File: src/rtl/ram_partition_bist_master.sv
// rtl/ram_partition_bist_master.sv - write/ack/read-back self-test master for one RAM partition
module ram_partition_bist_master #(
    parameter int ADDR_W      = 11,
    parameter int DATA_W      = 8,
    parameter int BASE_ADDR   = 0,
    parameter int DEPTH       = 1024,
    parameter int ACK_TIMEOUT = 15
) (
    input  logic              clk,
    input  logic              reset,
    input  logic              start,
    input  logic [DATA_W-1:0] seed,
    output logic              mem_wr_en,
    output logic              mem_rd_en,
    output logic [ADDR_W-1:0] mem_addr,
    output logic [DATA_W-1:0] mem_data_out,
    input  logic [DATA_W-1:0] mem_rd_data,
    input  logic              mem_wr_ack,
    output logic              busy,
    output logic              done,
    output logic              pass,
    output logic              timeout,
    output logic [11:0]       err_count,
    output logic [ADDR_W-1:0] first_err_addr
);

    typedef enum logic [2:0] {
        S_IDLE,
        S_WRITE,
        S_WAIT_ACK,
        S_READ,
        S_DONE
    } state_t;

    // Counter only needs to reach ACK_TIMEOUT-1; the cycle that would hit the limit aborts instead.
    localparam int TW = (ACK_TIMEOUT < 2) ? 1 : $clog2(ACK_TIMEOUT);

    localparam logic [ADDR_W-1:0] FIRST_ADDR = ADDR_W'(BASE_ADDR);
    localparam logic [ADDR_W-1:0] LAST_ADDR  = ADDR_W'(BASE_ADDR + DEPTH - 1);
    localparam logic [TW-1:0]     TMO_LIMIT  = TW'(ACK_TIMEOUT - 1);

    state_t             state;
    state_t             state_next;
    logic [ADDR_W-1:0]  addr;
    logic [DATA_W-1:0]  seed_q;
    logic [TW-1:0]      ack_wait;
    logic [DATA_W-1:0]  expected;
    logic               at_last;
    logic               tmo_hit;
    logic               mismatch;
    logic [11:0]        err_inc;

    assign expected = DATA_W'(addr) ^ seed_q;
    assign at_last  = (addr == LAST_ADDR);
    assign tmo_hit  = (ack_wait == TMO_LIMIT);
    assign mismatch = (mem_rd_data != expected);
    assign err_inc  = (err_count == 12'hFFF) ? err_count : err_count + 12'd1;

    always_comb begin
        state_next   = state;
        mem_wr_en    = 1'b0;
        mem_rd_en    = 1'b0;
        mem_addr     = '0;
        mem_data_out = '0;
        busy         = 1'b0;
        done         = 1'b0;
        unique case (state)
            S_IDLE: begin
                if (start) state_next = S_WRITE;
            end
            S_WRITE: begin
                mem_wr_en    = 1'b1;
                mem_addr     = addr;
                mem_data_out = expected;
                busy         = 1'b1;
                state_next   = S_WAIT_ACK;
            end
            S_WAIT_ACK: begin
                mem_addr     = addr;
                mem_data_out = expected;
                busy         = 1'b1;
                if (mem_wr_ack) state_next = at_last ? S_READ : S_WRITE;
                else if (tmo_hit) state_next = S_DONE;
            end
            S_READ: begin
                mem_rd_en = 1'b1;
                mem_addr  = addr;
                busy      = 1'b1;
                if (at_last) state_next = S_DONE;
            end
            S_DONE: begin
                done       = 1'b1;
                state_next = S_IDLE;
            end
            default: state_next = S_IDLE;
        endcase
    end

    always_ff @(posedge clk) begin
        if (reset) begin
            state          <= S_IDLE;
            addr           <= '0;
            seed_q         <= '0;
            ack_wait       <= '0;
            pass           <= 1'b0;
            timeout        <= 1'b0;
            err_count      <= '0;
            first_err_addr <= '0;
        end else begin
            state <= state_next;
            case (state)
                S_IDLE: begin
                    if (start) begin
                        seed_q         <= seed;
                        addr           <= FIRST_ADDR;
                        err_count      <= '0;
                        first_err_addr <= '0;
                        pass           <= 1'b0;
                        timeout        <= 1'b0;
                    end
                end
                S_WRITE: ack_wait <= '0;
                S_WAIT_ACK: begin
                    if (mem_wr_ack) begin
                        addr <= at_last ? FIRST_ADDR : addr + ADDR_W'(1);
                    end else if (tmo_hit) begin
                        timeout        <= 1'b1;
                        first_err_addr <= addr;
                    end else begin
                        ack_wait <= ack_wait + TW'(1);
                    end
                end
                S_READ: begin
                    if (mismatch) begin
                        err_count <= err_inc;
                        if (err_count == 12'd0) first_err_addr <= addr;
                    end
                    // Final compare folds into pass on the same edge that enters DONE.
                    if (at_last) pass <= !mismatch && (err_count == 12'd0);
                    else addr <= addr + ADDR_W'(1);
                end
                default: ;
            endcase
        end
    end

endmodule

File: config.mk
export PLATFORM = sky130hd
export DESIGN_NAME = ram_partition_bist_master
export DESIGN_NICKNAME = d
export VERILOG_FILES = /design/src/rtl/ram_partition_bist_master.sv
export SDC_FILE = /design/constraint.sdc
export NUM_CORES = 1
export LEC_CHECK = 0
export CORE_ASPECT_RATIO = 2
export CORE_MARGIN = 2
export CORE_UTILIZATION = 50
export CTS_BUF_LIST = sky130_fd_sc_hd__clkbuf_4 sky130_fd_sc_hd__clkbuf_8
export CTS_CLUSTER_SIZE = 24
export DETAILED_ROUTE_END_ITERATION = 12
export PLACE_DENSITY = 0.8
export SYNTH_ARGS = -nofsm -noshare
export SYNTH_HDL_FRONTEND = slang
export SYNTH_SLANG_ARGS = --single-unit
File: constraint.sdc
create_clock -name clk -period 2.6 [get_ports clk]
set_clock_uncertainty 0.05 [all_clocks]
set_input_delay 0.39 -clock clk [delete_from_list [all_inputs] [get_ports clk]]
set_output_delay 0.39 -clock clk [all_outputs]
set_load 0.005 [all_outputs]
Yosys cells after proc, flatten, opt, wreduce, memory -nomap -nowiden:

Cells that the tools add are included.

* register bits after elaboration: 51
* word-level logic and storage cells: 84
* input port bits: 20
* output and inout port bits: 48

* equal/unequal tests: 19
* add/subtract/negate cells: 3
* bitwise logic cells: 1
* reduce and logical (&&, ||, !) cells: 18
* mux-type cells: 35

Operator list (count)
* $mux 11: 9
* $pmux 11 s3: 2
* $mux 12: 3
* $pmux 12 s2: 1
* $ne 2x2->1 const B: 10
* $add 12x1->12 const B: 1
* $eq 12x12->1 const B: 1
* $logic_not 12->1: 1
* $mux 3: 4
* $pmux 3 s4: 1
* $reduce_and 4->1: 3
* $add 11x1->11 const B: 1
* $eq 11x10->1 const B: 1
* $reduce_and 3->1: 3
* $mux 1: 8
* $mux 4: 2
* $mux 8: 1
* $ne 8x8->1: 1
* $pmux 4 s2: 1
* $xor 8x8->8: 1
* $eq 3x2->1 const B: 2
* $reduce_and 6->1: 1
* $reduce_bool 2->1: 3
* $add 4x1->4 const B: 1
* 13 further kinds: 14

Logic depth before layout (Yosys ltp):

Gate-level depths: netlist (run 1).

* depth in word-level cells: 6
* depth in mapped cells: 8
* gate-level depth less buffers: 7

Least setup slack after synthesis (run 1):

No wires, ideal clock.

* path type: reg2reg
* start point: reg addr[6]
* end point: reg err_count[10]
* library setup time: 0.117 ns
* arrival time: 1.762 ns
* stages on the path, launching flop included: 8
* clock period less this slack: 1.929 ns
* buffers on the path: 3
* path slack: 0.671 ns
* data required time: 2.433 ns
* cells stage by stage: dfxtp_1 > buf_6 > xnor3_2 > nand4_4 > a2111o_1 > buf_6 > buf_6 > a32o_1

* longest elaborated chain between the ends: 4

Ends and longest elaborated chain
* start, declared: RTL line 44 `logic [ADDR_W-1:0] addr;`
* start signal, assigned: RTL line 125 `addr <= at_last ? FIRST_ADDR : addr + ADDR_W'(1);`
* start signal, assigned: RTL line 140 `else addr <= addr + ADDR_W'(1);`
* $xor 8x8->8: RTL line 53 `assign expected = DATA_W'(addr) ^ seed_q;`
* $ne 8x8->1: RTL line 56 `assign mismatch = (mem_rd_data != expected);`
* $ne 2x2->1 (no source line)
* $reduce_and 4->1 (no source line)
* end signal, assigned: RTL line 135 `err_count <= err_inc;`
* end, declared: RTL line 23 `output logic [11:0] err_count,`

Every way passes these cells.
A chain may end at the register's enable or synchronous reset.

Worst setup path after layout (run 1):

* start point: reg state[0]
* end point: out mem_data_out[1]

* longest elaborated chain between the ends: 3
* elaborated cells between the ends (all ways): 4
* classes of those cells: eq/ne (2); mux (1); reduce/logical (1)

Ends and longest elaborated chain
* start, declared: RTL line 42 `state_t state;`
* start signal, assigned: RTL line 110 `state <= state_next;`
* $eq 3x2->1 or $eq 3x1->1 (tied branches): RTL line 67 `unique case (state)`
* $reduce_or 2->1 (no source line) (*)
* $mux 8 (*): RTL line 67
* end, declared: RTL line 16 `output logic [DATA_W-1:0] mem_data_out,`

Every way passes the cells marked *; elsewhere a longest branch is shown, timed or not.

==> out/qor.yml, run 1 <==
status: "finished, final reports clean"
synth_cell_types: 60
ant_nets: 0
total_power_w: 0.00178
cts_buffers: 5
yosys.area.top_type_share_pct: 33.5
yosys_warnings: 0
worstMarginPinSlew_ps: 950
worstSetupEndpointType: "output port"
diodes: 0
drc: 0
die_x_um: 59.2
crit_family: "simple AND/OR/NAND/NOR gates"
wl_per_cell_um: 17.6
startpoint_type: "flip-flop"
yosys.area.top_type: "dfxtp_1"
first_pass_iters: 5
cts_root_buf: "clkbuf_8"
rows: 40
grt_pass1_vias: 2949
pin_count: 68
vias_per_cell: 6.21
rsz0062_at_grt: "no"
initial_core_util_pct: 51.1
timing.setup.tns_ps: 0
cts_tree: "done"
drtIter0Drc: 165
area_growth_syn_to_layout_pct: 28.4
slew_viol_final: 0
path_buf_inv: 1
slowest_delay_ps: 560
num_vias: 3069
synth.top_cells.by_area: "dfxtp_1, a21oi_1, nand4_1"
clock_path_buffers: 2
cap_violations: 0
synth_area_per_cell_um2: 8.41
cts.sinks: 51
clk_transition_reported_paths_ps: 100
synth_cells: 362
synth_common_cells: "dfxtp_1, nor2_1, nand2_1"
finalSetupViolCount: 0
grt_max_degree: 25
cp_slowest_cell: "dfxtp_1"
min_period_ps: 2500
finalNetCount: 455
hold_viol: 0
path_cells: "nor3b_1 > nor2_2 > nor2_1 > clkdlybuf4s50_1"
async_flop_share_pct: 0
yosysSeqAreaShare_pct: 33.5
antenna_found_initial: 0
whs_ps: 429
critPathMaxFanout: 12
layout-drive-gt1-share_pct: 10.7
worstPathRequired_ps: 2160
gp_congestion: 0.848
hold_path_class: "flip-flop to flip-flop"
grt-ovfl-total: 0
fmax_ghz: 0.401
clk_latency_ps: 320
gr-usage-all-layers_pct: 26.5
cts_setup_buffers: 0
powerDensity_nw_per_um2: 456
arrival_ps: 2060
vdd.ir_drop.worst_uv: 309
coreArea_um2: 5960
period_share_pct: 96.0
dp_hpwl_um: 6550
postSynthNetCount: 387
ys_ff_latch: 51
critPathKind: "flip-flop to output port"
dieArea_um2: 6770
mappedNetlistArea_um2: 3050
ys.flop_type: "dfxtp_1"
relSlewSlack_pct: 35.7
grt_pass1_wl_um: 13800
htree_levels: 2
leakagePower_nw: 1.41
io_buffers: 67
yosysMostFrequentCell: "dfxtp_1"
wirelength_um: 8700
die_h_um: 114
synth_edf_count: 0
## registers in the layout, summed over array words and instances, names as in the netlist
signal,cells
ack_wait,4
state,3
pass,1
first_err_addr,11
timeout,1
seed_q,8
addr,11
err_count,12
## cell usage in the layout (no fill, tap or decap), types with 2 or more instances in the layout
master,n
clkdlybuf4s50_1,67
dfxtp_1,51
nor2_1,33
nand2_1,32
a21oi_1,29
buf_4,23
nand4_1,21
and2_1,15
o21ai_0,13
and3_1,12
xor2_1,11
xnor2_1,9
nand3_1,9
nor3_1,9
inv_1,7
o21ai_1,6
clkbuf_8,6
and4_1,5
xnor3_1,5
ha_1,5
nand4b_1,4
o311ai_0,4
nor2_2,3
nor2b_1,3
o31ai_1,3
nand2b_1,3
o311ai_1,3
nor3b_1,2
a41oi_1,2
mux2i_1,2
o211ai_1,2
nor4b_1,2
or3_1,2
## per-layer routing
metal | vias to the layer above | share of wire, % | wire length (um) | GRT usage, %
li1 | 1442 | - | - | -
met1 | 1469 | 35 | 3060 | 26.8
met2 | 127 | 56 | 4880 | 48.4
met3 | 31 | 4.5 | 395 | 3.95
met4 | 0 | 4.2 | 365 | 15.6
met5 | - | 0 | 0 | 0
## path summary, 6_finish.rpt
kind	cells after the start	from	end	slack, ps
min reg2reg	2	seed_q[3]	seed_q[3]	430
min	2	seed_q[3]	seed_q[3]	430
max	4	state[0]	mem_data_out[1]	100
max reg2reg	6	state[1]	err_count[11]	330
## report_power, final
group | switching [W] | total, W | internal [W]
logic | 0.000205 | 0.000370 | 0.000165
registers | 0.0000256 | 0.000825 | 0.000799
clock network | 0.000275 | 0.000587 | 0.000312
## repair_timing
action,CTS,global route
setup endpoints to repair,0,20
hold buffers,0,0
resized for setup,0,2
## area by class of cell
cell class | instances | area, um^2
fillers | 517 | 2050
well taps | 63 | 78.8
repair buffers | 90 | 843
clock buffers | 6 | 82.6
flip-flops and latches | 51 | 1020
clock inverters | 2 | 35.0
inverters | 7 | 26.3
multi-input cells | 275 | 1820
## per-stage QoR
step                      area [um^2]  setup slack (ps)  std cells  util, %
after floorplan                  3050               671        362        -
after global placement           3790               131        486     63.6
after detailed placement         3790              80.2        486     63.6
after CTS                        3910              14.7        494     65.6
after global routing             3910              13.2        494     65.7
final                            3910               105        494     65.7
## worst min-delay path, cell delays in order, from the launching register on
cell     delay (ps)
dfxtp_1         330
nand2_1          60
a21oi_1          50
## kinds of logic (layout without fill, tap and decap cells)
kind of cell,count (synthesis),after routing,share of synthesized area [%]
AO/OA/AOI/OAI,78,78,17.3
XOR/XNOR,26,26,10.2
adder cells (fa/ha/maj),5,5,2.05
buffers and inverters,36,105,6.78
flip-flops,51,51,33.5
multiplexers,2,2,0.657
AND/OR/NAND/NOR,164,164,29.5
No activity file was read; power rests on OpenSTA's default activity.
==> run 2: changes to the inputs <==
--- a/config.mk
+++ b/config.mk
@@ -6,11 +6,13 @@
 export NUM_CORES = 1
 export LEC_CHECK = 0
+export CELL_PAD_IN_SITES_DETAIL_PLACEMENT = 0
+export CELL_PAD_IN_SITES_GLOBAL_PLACEMENT = 1
 export CORE_ASPECT_RATIO = 2
 export CORE_MARGIN = 2
-export CORE_UTILIZATION = 50
+export CORE_UTILIZATION = 39
 export CTS_BUF_LIST = sky130_fd_sc_hd__clkbuf_4 sky130_fd_sc_hd__clkbuf_8
 export CTS_CLUSTER_SIZE = 24
 export DETAILED_ROUTE_END_ITERATION = 12
-export PLACE_DENSITY = 0.8
+export PLACE_DENSITY = 0.84
 export SYNTH_ARGS = -nofsm -noshare
 export SYNTH_HDL_FRONTEND = slang
==> constraint.sdc (replaced) <==
create_clock -name clk -period 2.6 [get_ports clk]
set_clock_uncertainty 0.05 [all_clocks]
set_input_delay 0.78 -clock clk [delete_from_list [all_inputs] [get_ports clk]]
set_output_delay 0.78 -clock clk [all_outputs]
set_load 0.005 [all_outputs]
==> out/qor.yml, run 2 (synthesized netlist as in run 1, its figures left out) <==
rows: 45
slowest_delay_ps: 490
dp_hpwl_um: 6590
period_share_pct: 98.5
largest_reg_flops: 12
pwr-share-clk_pct: 31.4
p_comb_share_pct: 24.6
hold_path_depth: 2
layout_common_cells: "clkdlybuf4s50_1, dfxtp_1, buf_4"
finalSetupViolCount: 0
grt-ovfl-total: 0
gp_congestion: 0.846
grt_max_degree: 38
cts_root_buf: "clkbuf_8"
grt_pass1_wl_um: 14200
top_regs: "err_count x12, addr x11, first_err_addr x11"
hp-start: "seed_q[3]"
min_delay_worst_endpoint: "seed_q[3]"
layout-drive-gt1-share_pct: 17.1
min_period_ps: 2560
critPathMaxFanout: 10
pwr-share-seq_pct: 44.0
fmax_ghz: 0.391
antenna_found_initial: 0
vdd.ir_drop.worst_uv: 336
coreArea_um2: 7600
worstPathRequired_ps: 1770
status: "finished, final reports clean"
drtIter0Drc: 205
finalNetCount: 475
num_vias: 2995
wirelength_um: 8960
initial_core_util_pct: 40.1
clk_latency_ps: 320
area_growth_syn_to_layout_pct: 38.1
die_x_um: 66.5
htree_levels: 2
total_power_w: 0.00187
vias_per_cell: 5.50
pin_count: 68
fin_cells: 545
cp_slowest_cell: "clkdlybuf4s50_1"
cts_buffers: 5
cts.sinks: 51
slew_viol_final: 0
diodes: 0
powerDensity_nw_per_um2: 446
grt_pass1_vias: 2954
first_pass_iters: 4
crit_top_cell: "buf_4"
ant_nets: 0
hold_path_class: "flip-flop to flip-flop"
critPathKind: "flip-flop to output port"
io_buffers: 67
setup_ws_ps: 39.8
r2r_cells: 8
wl_per_cell_um: 16.4
place_inst: 528
regMostFlops: "err_count"
whs_ps: 432
clock_path_buffers: 2
swShare_pct: 28.2
path_cells: "buf_4 > nor2_4 > buf_4 > and2_1 > clkdlybuf4s50_1"
worstSetupEndpointType: "output port"
gr-usage-all-layers_pct: 21.5
fillers: 723
final_common_cell: "clkdlybuf4s50_1"
cts_tree: "done"
worstMarginPinSlew_ps: 479
die_h_um: 129
hold_viol: 0
rsz0062_at_grt: "yes"
dieArea_um2: 8570
cts_hold_buffers: 0
p_sw_w: 0.000529
p_int_w: 0.00134
rr_endpoint: "first_err_addr[8]"
leakagePower_nw: 1.65
arrival_ps: 1730
clk_transition_reported_paths_ps: 90
crit_path_start: "state[2]"
dpl_worst_slack_ps: -211
reg2reg_slack_ps: 310
startpoint_type: "flip-flop"
cap_violations: 0
drc: 0
relSlewSlack_pct: 67.7
timing.rr.start: "state[0]"
-- run 2: power by group through the flow --
| stage | clock (W) | sequential, W | combinational [W] |
|---|---|---|---|
| floorplan | 0 | 0.000832 | 0.000245 |
| global placement | 0 | 0.000840 | 0.000402 |
| detailed placement | 0 | 0.000841 | 0.000408 |
| CTS | 0.000595 | 0.000824 | 0.000444 |
| global route | 0.000621 | 0.000828 | 0.000499 |
| finish | 0.000589 | 0.000824 | 0.000461 |
-- run 2: worst max path at each step --
| stage | slack, ps | to |
|---|---|---|
| detailed placement | -210 | first_err_addr[8] |
| global placement | -210 | first_err_addr[4] |
| floorplan | 340 | first_err_addr[3] |
| global route | -50 | mem_addr[0] |
| CTS | 9 | mem_data_out[4] |
| finish | 40 | mem_addr[3] |
-- run 2: per-stage QoR --
stage | cell area (um^2) | utilization, % | TNS, ps
2_1_floorplan | 3050 | - | 0
3_3_place_gp | 3960 | 52.1 | -4070
3_5_place_dp | 3960 | 52.1 | -4620
4_1_cts | 4170 | 54.8 | 0
5_1_grt | 4210 | 55.3 | -209
6_report | 4210 | 55.3 | 0
-- run 2: area by class of cell --
| cell class | count | area (um^2) | area share, % |
|---|---|---|---|
| Clock inverter | 2 | 35.0 | 0.833 |
| Timing Repair Buffer | 110 | 1050 | 25.0 |
| Tap cell | 94 | 118 | 2.80 |
| Inverter | 7 | 26.3 | 0.625 |
| Sequential cell | 51 | 1030 | 24.5 |
| Clock buffer | 6 | 82.6 | 1.96 |
| Multi-Input combinational cell | 275 | 1860 | 44.3 |
-- run 2: timing repair --
action / in CTS / in global routing
endpoints found under the setup margin: 20 / 17
gates cloned: 1 / 0
buffers inserted: 6 / 2
resized for setup: 23 / 14
pin swaps: 2 / 2
-- run 2: layer usage --
layer	up-vias	track usage, %	share of wire, %
met1	1421	22.1	37
met3	17	2.62	2.8
li1	1483	-	-
met5	-	0	0
met2	74	41.8	58
met4	0	8.88	2.2
-- run 2: critical path, delay by kind of cell, from the launching register on --
kind	cells	cell delay [ps]
buffers and inverters	3	800
flip-flops	1	360
AND/OR/NAND/NOR	2	240
==> run 3: changes to the inputs <==
CTS_CLUSTER_DIAMETER = 200   (was default)
==> results of run 3 <==
No change in the layout: final DEF, timing and power equal those of run 2.
